## config.mk

```make
export PLATFORM = sky130hd
export DESIGN_NAME = risc_core_param
export DESIGN_NICKNAME = d
export VERILOG_FILES = /design/src/rtl/risc_core_param.sv
export SDC_FILE = /design/constraint.sdc
export NUM_CORES = 1
export LEC_CHECK = 0
export ABC_AREA = 1
export CAP_MARGIN = 20
export CELL_PAD_IN_SITES_DETAIL_PLACEMENT = 1
export CELL_PAD_IN_SITES_GLOBAL_PLACEMENT = 1
export CORE_UTILIZATION = 30
export DETAILED_ROUTE_END_ITERATION = 12
export GPL_TIMING_DRIVEN = 0
export PLACE_DENSITY = 0.62
export SLEW_MARGIN = 20
export SYNTH_ARGS = -nofsm -noshare
export SYNTH_HDL_FRONTEND = slang
export SYNTH_SLANG_ARGS = --single-unit
```

## constraint.sdc

```tcl
create_clock -name clk -period 4.71 [get_ports clk]
set_clock_uncertainty 0.15 [all_clocks]
set_input_delay 0.942 -clock clk [delete_from_list [all_inputs] [get_ports clk]]
set_output_delay 0.942 -clock clk [all_outputs]
set_load 0.005 [all_outputs]
```

## src/rtl/risc_core_param.sv

```systemverilog
// Parameterised 8-phase accumulator core with built-in program/data memory.
// Optional instruction counter output enabled by defining RISC_INSTR_COUNT_EN.
module risc_core_param #(
  parameter int DATA_W = 8,  // must satisfy DATA_W >= ADDR_W + 3
  parameter int ADDR_W = 5
) (
  input  logic              clk,
  input  logic              rst,
  input  logic              go,
  input  logic              prog_we,
  input  logic [ADDR_W-1:0] prog_addr,
  input  logic [DATA_W-1:0] prog_data,
  output logic              halt,
  output logic [ADDR_W-1:0] pc,
  output logic [DATA_W-1:0] acc
`ifdef RISC_INSTR_COUNT_EN
  ,
  output logic [31:0]       instr_count
`endif
);

  localparam int DEPTH = 2 ** ADDR_W;

  typedef enum logic [2:0] {
    PH_INST_ADDR  = 3'd0,
    PH_INST_FETCH = 3'd1,
    PH_INST_LOAD  = 3'd2,
    PH_IDLE       = 3'd3,
    PH_OP_ADDR    = 3'd4,
    PH_OP_FETCH   = 3'd5,
    PH_ALU_OP     = 3'd6,
    PH_STORE      = 3'd7
  } phase_e;

  localparam logic [2:0] OP_HLT = 3'd0;
  localparam logic [2:0] OP_SKZ = 3'd1;
  localparam logic [2:0] OP_ADD = 3'd2;
  localparam logic [2:0] OP_AND = 3'd3;
  localparam logic [2:0] OP_XOR = 3'd4;
  localparam logic [2:0] OP_LDA = 3'd5;
  localparam logic [2:0] OP_STO = 3'd6;
  localparam logic [2:0] OP_JMP = 3'd7;

  phase_e            phase_q, phase_d;
  logic [ADDR_W-1:0] pc_q, pc_d;
  logic [DATA_W-1:0] acc_q, acc_d;
  logic [DATA_W-1:0] ir_q, ir_d;
  logic [DATA_W-1:0] mdr_q, mdr_d;
  logic [DATA_W-1:0] mem_q [DEPTH];

  logic [2:0]        opcode;
  logic [ADDR_W-1:0] operand;
  logic              unused_ir;

  assign opcode    = ir_q[DATA_W-1 -: 3];
  assign operand   = ir_q[ADDR_W-1:0];
  assign unused_ir = ^ir_q;

  // Phase state register
  always_ff @(posedge clk or posedge rst) begin
    if (rst) phase_q <= PH_INST_ADDR;
    else     phase_q <= phase_d;
  end

  // Phase next-state: freeze at OP_ADDR on HLT until go is seen
  always_comb begin
    phase_d = phase_e'(phase_q + 3'd1);
    if (halt && !go) phase_d = phase_q;
  end

  // Phase outputs
  always_comb begin
    halt = (phase_q == PH_OP_ADDR) && (opcode == OP_HLT);
  end

  // Datapath next-state
  always_comb begin
    pc_d  = pc_q;
    acc_d = acc_q;
    ir_d  = ir_q;
    mdr_d = mdr_q;
    case (phase_q)
      PH_INST_LOAD: ir_d = mem_q[pc_q];
      // HLT bumps pc on entry to OP_ADDR so it is already advanced while frozen
      PH_IDLE:      if (opcode == OP_HLT) pc_d = pc_q + ADDR_W'(1);
      PH_OP_ADDR:   if (opcode != OP_HLT) pc_d = pc_q + ADDR_W'(1);
      PH_OP_FETCH:  mdr_d = mem_q[operand];
      PH_ALU_OP: begin
        if (opcode == OP_JMP) pc_d = operand;
        else if (opcode == OP_SKZ && acc_q == '0) pc_d = pc_q + ADDR_W'(1);
      end
      PH_STORE: begin
        case (opcode)
          OP_ADD:  acc_d = acc_q + mdr_q;
          OP_AND:  acc_d = acc_q & mdr_q;
          OP_XOR:  acc_d = acc_q ^ mdr_q;
          OP_LDA:  acc_d = mdr_q;
          default: acc_d = acc_q;
        endcase
      end
      default: ;
    endcase
  end

  always_ff @(posedge clk or posedge rst) begin
    if (rst) begin
      pc_q  <= '0;
      acc_q <= '0;
      ir_q  <= '0;
      mdr_q <= '0;
    end else begin
      pc_q  <= pc_d;
      acc_q <= acc_d;
      ir_q  <= ir_d;
      mdr_q <= mdr_d;
    end
  end

  // Memory survives reset; host writes only while halted or in reset
  always_ff @(posedge clk) begin
    if (prog_we && (halt || rst))
      mem_q[prog_addr] <= prog_data;
    else if (!rst && phase_q == PH_STORE && opcode == OP_STO)
      mem_q[operand] <= acc_q;
  end

  assign pc  = pc_q;
  assign acc = acc_q;

`ifdef RISC_INSTR_COUNT_EN
  logic [31:0] count_q;

  always_ff @(posedge clk or posedge rst) begin
    if (rst)                        count_q <= '0;
    else if (phase_q == PH_STORE)   count_q <= count_q + 32'd1;
  end

  assign instr_count = count_q;
`endif

endmodule

```

Yosys cells after proc, flatten, opt, wreduce, memory -nomap -nowiden
Memories as Yosys holds them, arrays and structs flattened. A register that Yosys moved wholly into a read port is not among the register bits.
Index checks and enable logic that the tools add are counted.
- bitwise gates (word level): 2
- add/sub/neg operators: 3
- muxes and demuxes: 14
- reduce and logical (&&, ||, !) cells: 17
- eq/ne operators: 16
- operator list (cell ; count):
    8-bit one-hot mux with 4 select lines ; 1
    5-bit 2-to-1 mux ; 5
    3-bit equality test (second input constant) ; 8
    5-bit one-hot mux with 3 select lines ; 1
    3-bit by 2-bit equality test with 1-bit output (second input constant) ; 4
    8-bit adder ; 1
    8-bit AND ; 1
    8-bit logical NOT ; 1
    8-bit 2-to-1 mux ; 1
    8-bit OR reduction ; 1
    8-bit bitwise XOR ; 1
    1-bit logical AND ; 6
    1-bit 2-to-1 mux ; 6
    3-bit nonzero test ; 2
    5-bit by 1-bit adder with 5-bit output (second input constant) ; 1
    4-bit AND reduction ; 1
    4-bit nonzero test ; 1
    3-bit by 1-bit adder with 3-bit output (second input constant) ; 1
    3-bit by 1-bit equality test with 1-bit output (second input constant) ; 1
    3-bit logical NOT ; 1
    3-bit inequality test (second input constant) ; 1
    1-bit logical NOT ; 2
    2-bit by 1-bit inequality test with 1-bit output (second input constant) ; 1
    2-bit inequality test (second input constant) ; 1
    other kinds (2) ; 2
- input port bits: 17
- memory bits (writable): 256
- bits in registers: 16
- memories kept: 1
- output and inout port bits: 14
- memories (memory ; depth ; bits a word ; rd ports ; clocked after memory_dff ; wr ports ; RTL line ; text):
    mem_q ; 32 ; 8 ; 2 ; 2 ; 1 ; 49 ; logic [DATA_W-1:0] mem_q [DEPTH];

Depth between registers and ports, before layout
- depth in word-level cells: 8
- mapped depth: 12
- depth with buffers taken out: 11

Worst setup path before layout
Ideal clock, no wire load.
- kind: input port to flip-flop
- start: in rst
- end: mem mem_q[0][0], data pin
- stages: 5
- slack: 0.526 ns
- data arrival time: 3.580 ns
- data required time: 4.106 ns
- path buffers: 2
- path through: inv_1 nand4_4 buf_6 clkbuf_1 o21ai_0
- cells in the longest elaborated chain, start to end: 8
- RTL lines (element ; RTL line ; text):
    start: declaration ; 8 ; input logic rst,
    1-bit logical NOT ; 123 ; else if (!rst && phase_q == PH_STORE && opcode == OP_STO)
    1-bit logical AND (2 in series) ; 123 ;
    1-bit 2-to-1 mux ; 123 ;
    1-bit 2-to-1 mux (*) ; 121 ; if (prog_we && (halt || rst))
    1-bit 2-to-1 mux (not written as such) (*) ; 124 ; mem_q[operand] <= acc_q;
    8-bit OR reduction (no line) (*) ; -- ;
    8-bit 2-to-1 mux (no line) (*) ; -- ;
    end: declaration ; 49 ;
Mark *: on every way between the ends. The rest lies on a longest branch, timed or not.

Worst setup path in the final report
- start: in rst
- end: mem mem_q[1][4], enable pin
- cells in the longest elaborated chain, start to end: 8
- RTL lines (element ; RTL line):
    1-bit logical NOT ; 123
    1-bit logical AND (2 in series) ; 123
    1-bit 2-to-1 mux ; 123
    1-bit 2-to-1 mux ; 121
    1-bit 2-to-1 mux (not written as such) ; 124
    8-bit OR reduction (no line) ; --
    5-bit 2-to-1 mux (no line) / 1-bit 2-to-1 mux (equally long branches) ; --
Parallel ways exist; a longest one is shown, timed or not.

==> summary.md <==
| Metric | Value |
|---|---|
| Status | `finished clean` |
| Setup TNS | `0 ns` |
| FMAX | `around 0.27 GHz` |
| TritonCTS Sinks | `around 290` |
| Met2 usage | `0.440` |
| Synthesized cell area | `about 16000 um2` |
| Post-Route WL | `approximately 74000 um` |
| TritonCTS clock tree | `yes` |
| Initial drt markers | `roughly 1.7k` |
| Final setup fails | `0` |
| Tot Pwr | `12.6 mW` |
| Post-synthesis sequential area ratio | `0.545` |
| Clock Tree Buf Depth | `3` |
| Top Usage Layer GRT | `met2` |
| Peak VDD IR | `between 0.3 and 0.4 mV` |
| Syn_area_per_cell | `between 8 and 9 um2` |
| Hold Crit Class | `reg2reg` |
| Crit Path Class | `in2reg` |
| Area added between synthesis and finish | `17.2%` |
| Via Count | `around 15k` |
| Arrival @ worst endpoint | `about 3.7 ns` |
| Vias in the first global route | `between 10k and 15k` |
| Fillers | `~6k` |
| Postcts setup bufs | `0` |
| Total core area | `roughly 50000 um2` |
| Die Y-Extent | `around 230 um` |
| Die area | `about 53000 um2` |
| Ys Warns | `0` |
| Layout cells sized above 1 | `0.0861` |
| Finished Core Util | `0.356` |
| Syn Inst Count | `between 1.5k and 2k` |
| Via density | `roughly 5.5` |
| Initial Utilization | `0.304` |
| Slew HR | `0.182` |
| Met1 Usage GRT | `0.376` |
| Crit path max fanout | `27` |
| Clock transition at path regs | `~0.050 ns` |
| Power share of the combinational group | `0.515` |
| Min Tclk post-route | `between 3 and 4 ns` |
| Top cells by area, synth | `edfxtp_1 49%, nand2_1 18%, nand3_1 14%, dfrtp_1 5.1%, inv_1 3.6%` |
| Post-synth cell types | `35` |
| P_leak | `7.67 nW` |
| Clk pwr share | `0.239` |
| PnR worst setup slack | `just over 1 ns` |
| Rows | `83` |
| Clk_lat worst skew | `0.57 ns` |
| Number of CTS-inserted buffers | `38` |
| P per Cell Area | `between 600 and 700 nW/um2` |
| First-pass GRT wire length | `106000 um` |
| Initial antenna violation count | `1` |
| Ant. Diodes | `0` |
| Internal | `6.36 mW` |
| Part of the cycle the worst path needs | `0.785` |
| Worst slack at placement | `about 0.45 ns` |
| Number of max-cap violations | `0` |
| Sequential Power Share | `0.246` |
| Top-level I/O count | `31` |
| Post_cts resized | `0` |
| Wirelength per Cell | `around 28 um` |
| Final instance area | `~18000 um2` |
| DRC violations left | `0` |
| Post-synth top area share | `0.493` |
| GR Util met3 | `0.0470` |
| Critical path startpoint category | `input pin` |
| Ys async rst share | `0.111` |
| Final ANT Viol Nets | `0` |
| Chip Width | `230 um` |
| Switch share | `0.497` |
| GR Overflow Total | `0` |
| Post-synth EDFFs | `about 260` |
| Largest net degree at the start of global routing | `33` |
| Final slew viol count | `0` |
| Clock root buffer | `clkbuf_16` |
| Hold_buf cts | `0` |
| Multi-input gate area | `a little over 6000 um2` |
| Depth of the CTS H-tree | `2` |
| First-pass DRT Iterations | `5` |
| Crit end category | `flip-flop` |
| Least-Margin Pin Slew | `between 1 and 1.5 ns` |
| GP Congestion | `1.03` |
| DPL Wire Length | `53400 um` |
| Number of synthesized register bits | `288` |
| Port bufs | `30` |
| Nets | `roughly 2.0k` |
| Syn nets | `between 1.5k and 2k` |
| Sequential Area | `~8500 um2` |
| Main synth FF type | `edfxtp_1` |
| Cell taking the most area after synthesis | `edfxtp_1` |
| Switch Pwr | `roughly 6.3 mW` |
| RSZ-0062 raised after global routing | `false` |
| CP required | `about 4.7 ns` |
| Final hold violations | `0` |
| Post-DP Area | `17000 um2` |
| Total Routing Usage GR | `0.283` |
[cells in the final DEF (no fill, tap or decap), drive strengths merged]
master | synthesis | final
clkdlybuf4s50 | 0 | 30
nor3 | 4 | 4
nor4 | 1 | 1
mux2 | 2 | 2
nor2 | 49 | 49
clkinvlp | 0 | 2
inv | 151 | 151
o2111a | 1 | 1
clkinv | 3 | 15
o211ai | 8 | 8
buf | 80 | 86
a21oi | 9 | 9
clkbuf | 31 | 82
fa | 1 | 1
o2111ai | 2 | 2
a41oi | 1 | 1
or2 | 22 | 22
nand3 | 448 | 448
o21a | 1 | 1
nand2 | 739 | 739
edfxtp | 256 | 256
nand4 | 3 | 3
ha | 15 | 15
dfrtp | 32 | 32
bufinv | 0 | 4
o21ai | 30 | 30
xor2 | 4 | 4
[worst max-delay path: stages]
cell and delay [ns]:
clkdlybuf4s50_1 0.43, inv_2 0.17, buf_12 0.23, nand4_4 0.22, buf_6 0.22, nand2_1 0.18
nand3_2 0.38, nor2_1 0.94
[registers in the layout (all words and copies together), names as in the netlist]
name,cells
acc,8
ir_q,8
mem_q,256
phase_q,3
mdr_q,8
pc,5
[per-stage QoR]
step	hold slack (ns)	std cells
floorplan	0.325	1893
global placement	0.353	2603
detailed placement	0.365	2610
CTS	0.380	2678
global route	0.408	2678
finish	0.374	2678
[layer usage]
metal  up-vias  part of all wire
met5         -                 0
li1       6429                 -
met2       714              0.44
met4         0             0.058
met3       200             0.084
met1      7333              0.41
[path summary, 6_finish.rpt]
path | startpoint | end | slack (ns) | cells after the start
worst max-delay path | rst | mem_q[1][4]$_DFFE_PP_ | 1.01 | 8
worst min-delay path | mdr_q[5]$_DFFE_PP0N_ | mdr_q[5]$_DFFE_PP0N_ | 0.37 | 2
worst max register to register | phase_q[0]$_DFFE_PP0N_ | mem_q[1][4]$_DFFE_PP_ | 1.31 | 8
worst min register to register | mdr_q[5]$_DFFE_PP0N_ | mdr_q[5]$_DFFE_PP0N_ | 0.37 | 2
max in group asynchronous | rst | acc[1]$_DFFE_PP0P_ | 3.52 | 3
min in group asynchronous | rst | phase_q[1]$_DFFE_PP0N_ | 0.49 | 2
[power by group through the flow]
stage	Sequential (mW)	Combinational, mW	Clock [mW]
after CTS	3.12	6.31	3.04
after detailed placement	3.17	6.27	0
final	3.12	6.51	3.02
after global routing	3.14	6.82	3.13
after floorplan	3.11	3.35	0
after global placement	3.17	6.16	0
[synth_stat cells (all sizes together) (4+ instances only)]
cell	number
inv	151
nand3	448
nand2	739
buf	80
a21oi	9
edfxtp	256
o21ai	30
o211ai	8
dfrtp	32
or2	22
clkbuf	31
nor2	49
nor3	4
ha	15
xor2	4
[final cells by class]
cell class / count / area share
clock inverters: 18 / 0.0103
repair buffers: 37 / 0.0266
inverters: 154 / 0.0316
flip-flops and latches: 288 / 0.465
well taps: 680 / 0.0466
multi-input cells: 1340 / 0.334
clock buffers: 50 / 0.0596
plain buffers: 111 / 0.0272
[cell families (layout without fill, tap and decap cells)]
group                    count (synthesis)  after routing  share of synthesized area
XOR/XNOR                                 4              4                    0.00225
buffers and inverters                  265            370                     0.0688
adder cells (fa/ha/maj)                 16             16                     0.0133
multiplexers                             2              2                    0.00144
flip-flops                             288            288                      0.545
AO/OA/AOI/OAI                           52             52                     0.0200
AND/OR/NAND/NOR                       1266           1266                      0.350
Power figures use the tool's default switching activity.
